[config.mk]
export PLATFORM = sky130hd
export DESIGN_NAME = gc_refresh_sched
export DESIGN_NICKNAME = d
export VERILOG_FILES = /design/src/rtl/gc_refresh_sched.sv
export SDC_FILE = /design/constraint.sdc
export NUM_CORES = 1
export LEC_CHECK = 0
export ABC_AREA = 1
export BUFFER_PORTS_ARGS = -buffer_cell sky130_fd_sc_hd__clkbuf_2
export CAP_MARGIN = 15
export CORE_UTILIZATION = 30
export DETAILED_ROUTE_END_ITERATION = 10
export SETUP_SLACK_MARGIN = 0.5
export SLEW_MARGIN = 5
export SYNTH_ARGS = -nofsm -noshare
export SYNTH_HDL_FRONTEND = slang
export SYNTH_SLANG_ARGS = --single-unit
export TNS_END_PERCENT = 5
[constraint.sdc]
create_clock -name clk -period 1.3 [get_ports clk]
set_input_delay 0.065 -clock clk [delete_from_list [all_inputs] [get_ports clk]]
set_output_delay 0.065 -clock clk [all_outputs]
set_load 0.05 [all_outputs]
[src/rtl/gc_refresh_sched.sv]
// gc_refresh_sched: ring-order refresh scheduler for MEM_WRAPPER banks, with a per-bank watchdog.
module gc_refresh_sched #(
  parameter int NUM_BANKS  = 4,
  parameter int RET_CYCLES = 1024,
  parameter int TIMEOUT    = 256,
  parameter int IDX_W      = $clog2(NUM_BANKS)
) (
  input  logic                 clk,
  input  logic                 rst,
  input  logic                 enable,
  input  logic [NUM_BANKS-1:0] ref_done,
  output logic [NUM_BANKS-1:0] start_sr,
  output logic [NUM_BANKS-1:0] ref_en_cur,
  output logic [NUM_BANKS-1:0] ref_en_old,
  output logic [IDX_W-1:0]     src_idx,
  output logic                 busy,
  output logic                 timeout_err,
  output logic [15:0]          ref_count
);
  localparam int CW = RET_CYCLES > 1 ? $clog2(RET_CYCLES) : 1;
  localparam int WW = TIMEOUT > 1 ? $clog2(TIMEOUT) : 1;
  typedef enum logic [2:0] {IDLE, WAIT, START, REFRESH, ADVANCE} state_t;
  state_t               r_state;
  logic [CW-1:0]        r_cnt;
  logic [WW-1:0]        r_wd;
  logic [IDX_W-1:0]     r_src;
  logic [NUM_BANKS-1:0] r_start, r_cur, r_old;
  logic                 r_busy, r_err;
  logic [15:0]          r_count;
  logic [IDX_W-1:0]     w_nxt;
  logic [NUM_BANKS-1:0] w_cur_oh, w_old_oh;
  logic                 w_done;
  // explicit wrap so non-power-of-two rings never reach an unused index
  assign w_nxt    = (r_src == IDX_W'(NUM_BANKS-1)) ? '0 : r_src + 1'b1;
  assign w_cur_oh = NUM_BANKS'(1) << r_src;
  assign w_old_oh = NUM_BANKS'(1) << w_nxt;
  assign w_done   = ref_done[r_src];
  always_ff @(posedge clk) begin
    if (rst) begin
      r_state <= IDLE;
      r_cnt   <= '0;
      r_wd    <= '0;
      r_src   <= '0;
      r_start <= '0;
      r_cur   <= '0;
      r_old   <= '0;
      r_busy  <= 1'b0;
      r_err   <= 1'b0;
      r_count <= '0;
    end else begin
      case (r_state)
        IDLE: if (enable) begin
          r_state <= WAIT;
          r_cnt   <= '0;
        end
        WAIT: if (!enable) begin
          r_state <= IDLE;
          r_cnt   <= '0;
        end else if (r_cnt == CW'(RET_CYCLES-1)) begin
          r_state <= START;
          r_start <= w_cur_oh;
          r_cur   <= w_cur_oh;
          r_old   <= w_old_oh;
          r_busy  <= 1'b1;
          r_wd    <= '0;
        end else begin
          r_cnt <= r_cnt + 1'b1;
        end
        START: begin
          r_state <= REFRESH;
          r_start <= '0;
        end
        // done is checked first so it wins over a simultaneous watchdog expiry
        REFRESH: if (w_done || r_wd == WW'(TIMEOUT-1)) begin
          r_state <= ADVANCE;
          r_cur   <= '0;
          r_old   <= '0;
          r_busy  <= 1'b0;
          r_src   <= w_nxt;
          r_count <= w_done ? r_count + 1'b1 : r_count;
          r_err   <= r_err | ~w_done;
        end else begin
          r_wd <= r_wd + 1'b1;
        end
        ADVANCE: begin
          r_state <= enable ? WAIT : IDLE;
          r_cnt   <= '0;
        end
        default: r_state <= IDLE;
      endcase
    end
  end
  assign start_sr    = r_start;
  assign ref_en_cur  = r_cur;
  assign ref_en_old  = r_old;
  assign src_idx     = r_src;
  assign busy        = r_busy;
  assign timeout_err = r_err;
  assign ref_count   = r_count;
endmodule

# == Yosys cells after proc, flatten, opt, wreduce, memory -nomap -nowiden ==
# Cells that the tools add are included.
# word_totals
ff_bits,53
latchBits,0
ramBits,0
romBits,0
in_bits,7
out_inout_bits,32
elab_cells,74
memories,0
# classes
addsub,4
n_mul,0
div,0
magnitude_cmp,1
n_eq_ne,14
n_shift,2
mux,29
n_bitwise,2
n_reduce_logical,12
# ops
cell,count
10-bit 2-to-1 mux,3
10-bit one-hot mux with 3 select lines,1
8-bit 2-to-1 mux,3
4-bit one-hot mux with 2 select lines,3
4-bit 2-to-1 mux,5
16-bit by 1-bit adder with 16-bit output (second input constant),1
8-bit one-hot mux with 2 select lines,1
3-bit one-hot mux with 5 select lines,1
3-bit 2-to-1 mux,4
3-bit AND reduction,4
10-bit by 1-bit adder with 10-bit output (second input constant),1
10-bit == test (second input constant),1
2-bit != test (second input constant),5
8-bit by 1-bit adder with 8-bit output (second input constant),1
8-bit == test (second input constant),1
4-bit AND reduction,2
1-bit by 2-bit << shifter with 4-bit output (first input constant),2
3-bit by 2-bit == test with 1-bit output (second input constant),2
3-bit != test (second input constant),2
1-bit 2-to-1 mux,5
2-bit nonzero test,2
3-bit by 1-bit == test with 1-bit output (second input constant),1
3-bit == test (second input constant),1
3-bit zero test,1
other kinds (11),11

# == Depth between registers and ports, before layout ==
# logic_depth
depth_word,6
mapped_depth,10
depth_no_buf,9

# == Worst setup path before layout ==
# Ideal clock, no wire load.
# synth_timing
kind,reg2reg
from,"reg r_count[1], in the netlist ref_count[1]"
to,"reg r_count[12], in the netlist ref_count[12]"
setup_time_ns,0.115
t_arrival_ns,1.720
required_ns,1.185
setup_slack_ns,-0.534
path_stages_with_launch,9
n_path_buf,0
period_less_slack_ns,1.834
path_cell_list,dfxtp_1 ha_1 nand3_1 nor2_2 nand2_1 nor3_1 nand2_1 nand2_1 nor2_1
# synth_between
elab_chain_cells,1
# synth_rtl
item,line,source
"start, declared",29,logic [15:0] r_count;
"start signal, assigned",80,r_count <= w_done ? r_count + 1'b1 : r_count;
16-bit by 1-bit adder with 16-bit output,80,
# Every way passes these cells.
# A chain may end at the register's enable or synchronous reset.

# == Worst setup path after layout ==
# layout_timing
from,reg r_cnt[0]
to,reg r_cnt[5]
# layout_between
elab_chain_cells,4
word_cells_on_any_way,7
classes_between,1 x add/sub; 2 x eq/ne; 3 x mux; 1 x reduce/logical
# layout_rtl
item,line,source
"start, declared",24,logic [CW-1:0] r_cnt;
"start signal, assigned",67,r_cnt <= r_cnt + 1'b1;
10-bit by 1-bit adder with 10-bit output,67,
10-bit 2-to-1 mux,59,end else if (r_cnt == CW'(RET_CYCLES-1)) begin
10-bit 2-to-1 mux,56,WAIT: if (!enable) begin
10-bit one-hot mux with 3 select lines,51,case (r_state)
# Several ways; a longest one is shown, not always the timed one. The select of a mux whose other input is x is not followed.

==> impl_metrics.toml <==
[setup_path]
reg2reg_depth = 9
reg2reg_to = "r_cnt[5]"
cp.required_ps = 1570
critPathMaxFanout = 8
cp.depth = 9
worst_setup_path_end_kind = "register"
slowest_stage = "dfxtp_2"
crit_arrival_ps = 1690
cpLargestDelayFamily = "simple AND/OR/NAND/NOR gates"
critPathMaxStageDelay_ps = 360
reg2reg_slack_ps = -130
r2r_start = "r_cnt[0]"
path_buf_inv = 1
startpoint_type = "register"
worstPathCellList = "ha_4, nand3_2, nor2_4, nand3_4, nand2_4, inv_6, nand2_2, nand2_1, a21oi_2"
worstSetupPathType = "reg2reg"

[route]
wire_per_inst_um = 12.2
wl_um = 8200
dr.first_iter.drc_count = 135
drc_errors = 0
first_pass_iters = 4
viasPerCell = 4.67
ant_nets = 0
vias = 3145

[sta]
setup_ws_ps = -125
relSlewSlack_pct = 71.5
slew_violations = 0
fin_tns_setup_ps = -2430
rsz0062_at_grt = "true"
fin_crit_ps = 1430
hold_viol_final = 0
tightestPinTransition_ps = 427
timing.hold.ws_ps = 27.4
max_freq_ghz = 0.702
worst_clock_skew_ps = 17.3
finalCritPeriodShare_pct = 110
setup_viol_count_final = 37

[power]
power_switching_share_pct = 31.1
peakVddDrop_mv = 0.465
power_per_cell_area_mw_per_mm2 = 758
clkPwrFrac_pct = 28.6
power_mw = 3.48
seqPwrFrac_pct = 48.0
combinationalPowerShare_pct = 23.5
power.switching_mw = 1.08
p_leak_nw = 1.91
p_int_mw = 2.40

[cts]
holdBufCountCts = 0
htreeDepth = 2
cts_tree = "built"
clockBufferDepth = 2
cts_sinks = 52
clk_latency_ps = 320
path_clk_slew_ps = 100
cts_inserted_buffers = 5
cts-root-buf = "clkbuf_8"

[final_layout]
area_growth_pct = 51.6
final_common_cell = "nand2_1"
nets = 557
final_cell_mix = "92 x nand2_1, 60 x nor2_1, 51 x inv_1, 51 x buf_4, 30 x a21oi_1"
design_area_mm2 = 0.00459
antenna_cells = 0
n_fill_cell = 952
drive_above_1_share_pct = 38.3
stdcell_count = 674
final_core_utilization_pct = 47.0

[run_status]
violations = "negative setup slack"
status = "complete, but fails checks"

[synth]
syn_area_mm2 = 0.00303
yosysWarnings = 0
yosysSeqAreaShare_pct = 34.4
synth-seq-cells = 52
synth_area_leader_cell = "dfxtp_1"
syn-num-nets = 458
synth_top_area_share_pct = 34.4
syn-instance-count = 441
avgSynthCellArea_um2 = 6.87
synthTopCellsByArea = "dfxtp_1 34%, nand2_1 12%, nor2_1 8.1%"
synth.distinct_cells = 35

[place]
gp_congestion = 0.801
pre_cts_ws_ps = -202
placed_cells = 659
numPortBuffers = 38
hpwl_um = 5600
placed_cell_area_mm2 = 0.00387

[die]
io_pins = 39
die_h_um = 102
die_area_mm2 = 0.0105
rows = 36
core_mm2 = 0.00977
die_x_um = 102
initial_core_util_pct = 31.0

[grt]
gr-total-overflow = 0
grt_pass1_vias = 2956
grt_use_total_pct = 16.5
grt_max_degree = 31
antenna_found_initial = 0
grt_pass1_wl_um = 13600

[hold_path]
whs_path_depth = 2
hold_class = "in2reg"
min_to = "r_cnt[2]"
worstHoldStart = "rst"

[flow_run]
drv_cap = 0
-- flip-flops by register name (all words and copies together), names as in the netlist --
register     count
ref_en_old       3
ref_count       16
start_sr         4
r_wd             8
src_idx          2
busy             1
timeout_err      1
r_state          3
r_cnt           10
ref_en_cur       4
-- cell usage after synthesis (all sizes together) --
| master | number |
|---|---|
| nand3 | 31 |
| a21oi | 35 |
| nand2 | 108 |
| a31oi | 2 |
| nor3 | 14 |
| nand3b | 1 |
| o21bai | 1 |
| buf | 9 |
| xor2 | 1 |
| ha | 10 |
| o21a | 1 |
| nand4 | 10 |
| dfxtp | 52 |
| nor2 | 73 |
| o21ai | 25 |
| clkbuf | 3 |
| nor3b | 2 |
| or2 | 2 |
| inv | 61 |
-- routing by layer --
metal  share of wire [%]  GRT usage [%]
met2                  50           28.6
met3                 3.5           2.74
met5                   0              0
met4                 2.1           5.93
met1                  44           20.4
-- cells by family after synthesis --
family / count (synthesis) / synth area share [%]
AND/OR/NAND/NOR: 241 / 39.6
buffers and inverters: 73 / 10.5
XOR/XNOR: 1 / 0.289
AO/OA/AOI/OAI: 64 / 11.1
adder cells (fa/ha/maj): 10 / 4.13
flip-flops: 52 / 34.4
-- repair_timing --
| action | CTS | global route |
|---|---|---|
| gates cloned | 3 | 0 |
| pin swaps | 11 | 8 |
| endpoints found under the setup margin | 84 | 84 |
| setup buffers | 1 | 3 |
| gates resized for setup | 102 | 58 |
-- how the worst max path moves through the flow --
| stage | startpoint | to | slack [ps] |
|---|---|---|---|
| after floorplan | ref_count[5] | ref_count[9] | -100 |
| after global placement | r_cnt[1] | r_cnt[7] | -170 |
| after detailed placement | r_cnt[1] | r_cnt[7] | -200 |
| after CTS | r_cnt[0] | ref_en_cur[0] | -120 |
| after global routing | r_cnt[0] | ref_en_cur[0] | -220 |
| final | r_cnt[0] | r_cnt[5] | -130 |
-- power by group through the flow --
stage | sequential (mW) | clock (mW) | combinational, mW
after floorplan | 1.77 | 0 | 0.379
after global placement | 1.71 | 0 | 0.694
after detailed placement | 1.71 | 0 | 0.700
after CTS | 1.68 | 1.03 | 0.776
after global routing | 1.68 | 1.09 | 0.888
final | 1.67 | 0.994 | 0.818
-- final cells by class --
cell class | count | area, um^2 | area share [%]
Multi-Input combinational cell | 319 | 1910 | 41.6
Sequential cell | 52 | 1100 | 24.0
Timing Repair Buffer | 101 | 1070 | 23.3
Inverter | 61 | 249 | 5.42
Tap cell | 133 | 166 | 3.62
Clock buffer | 7 | 86.3 | 1.88
Clock inverter | 1 | 7.51 | 0.164
(Power assumes the default switching activity.)
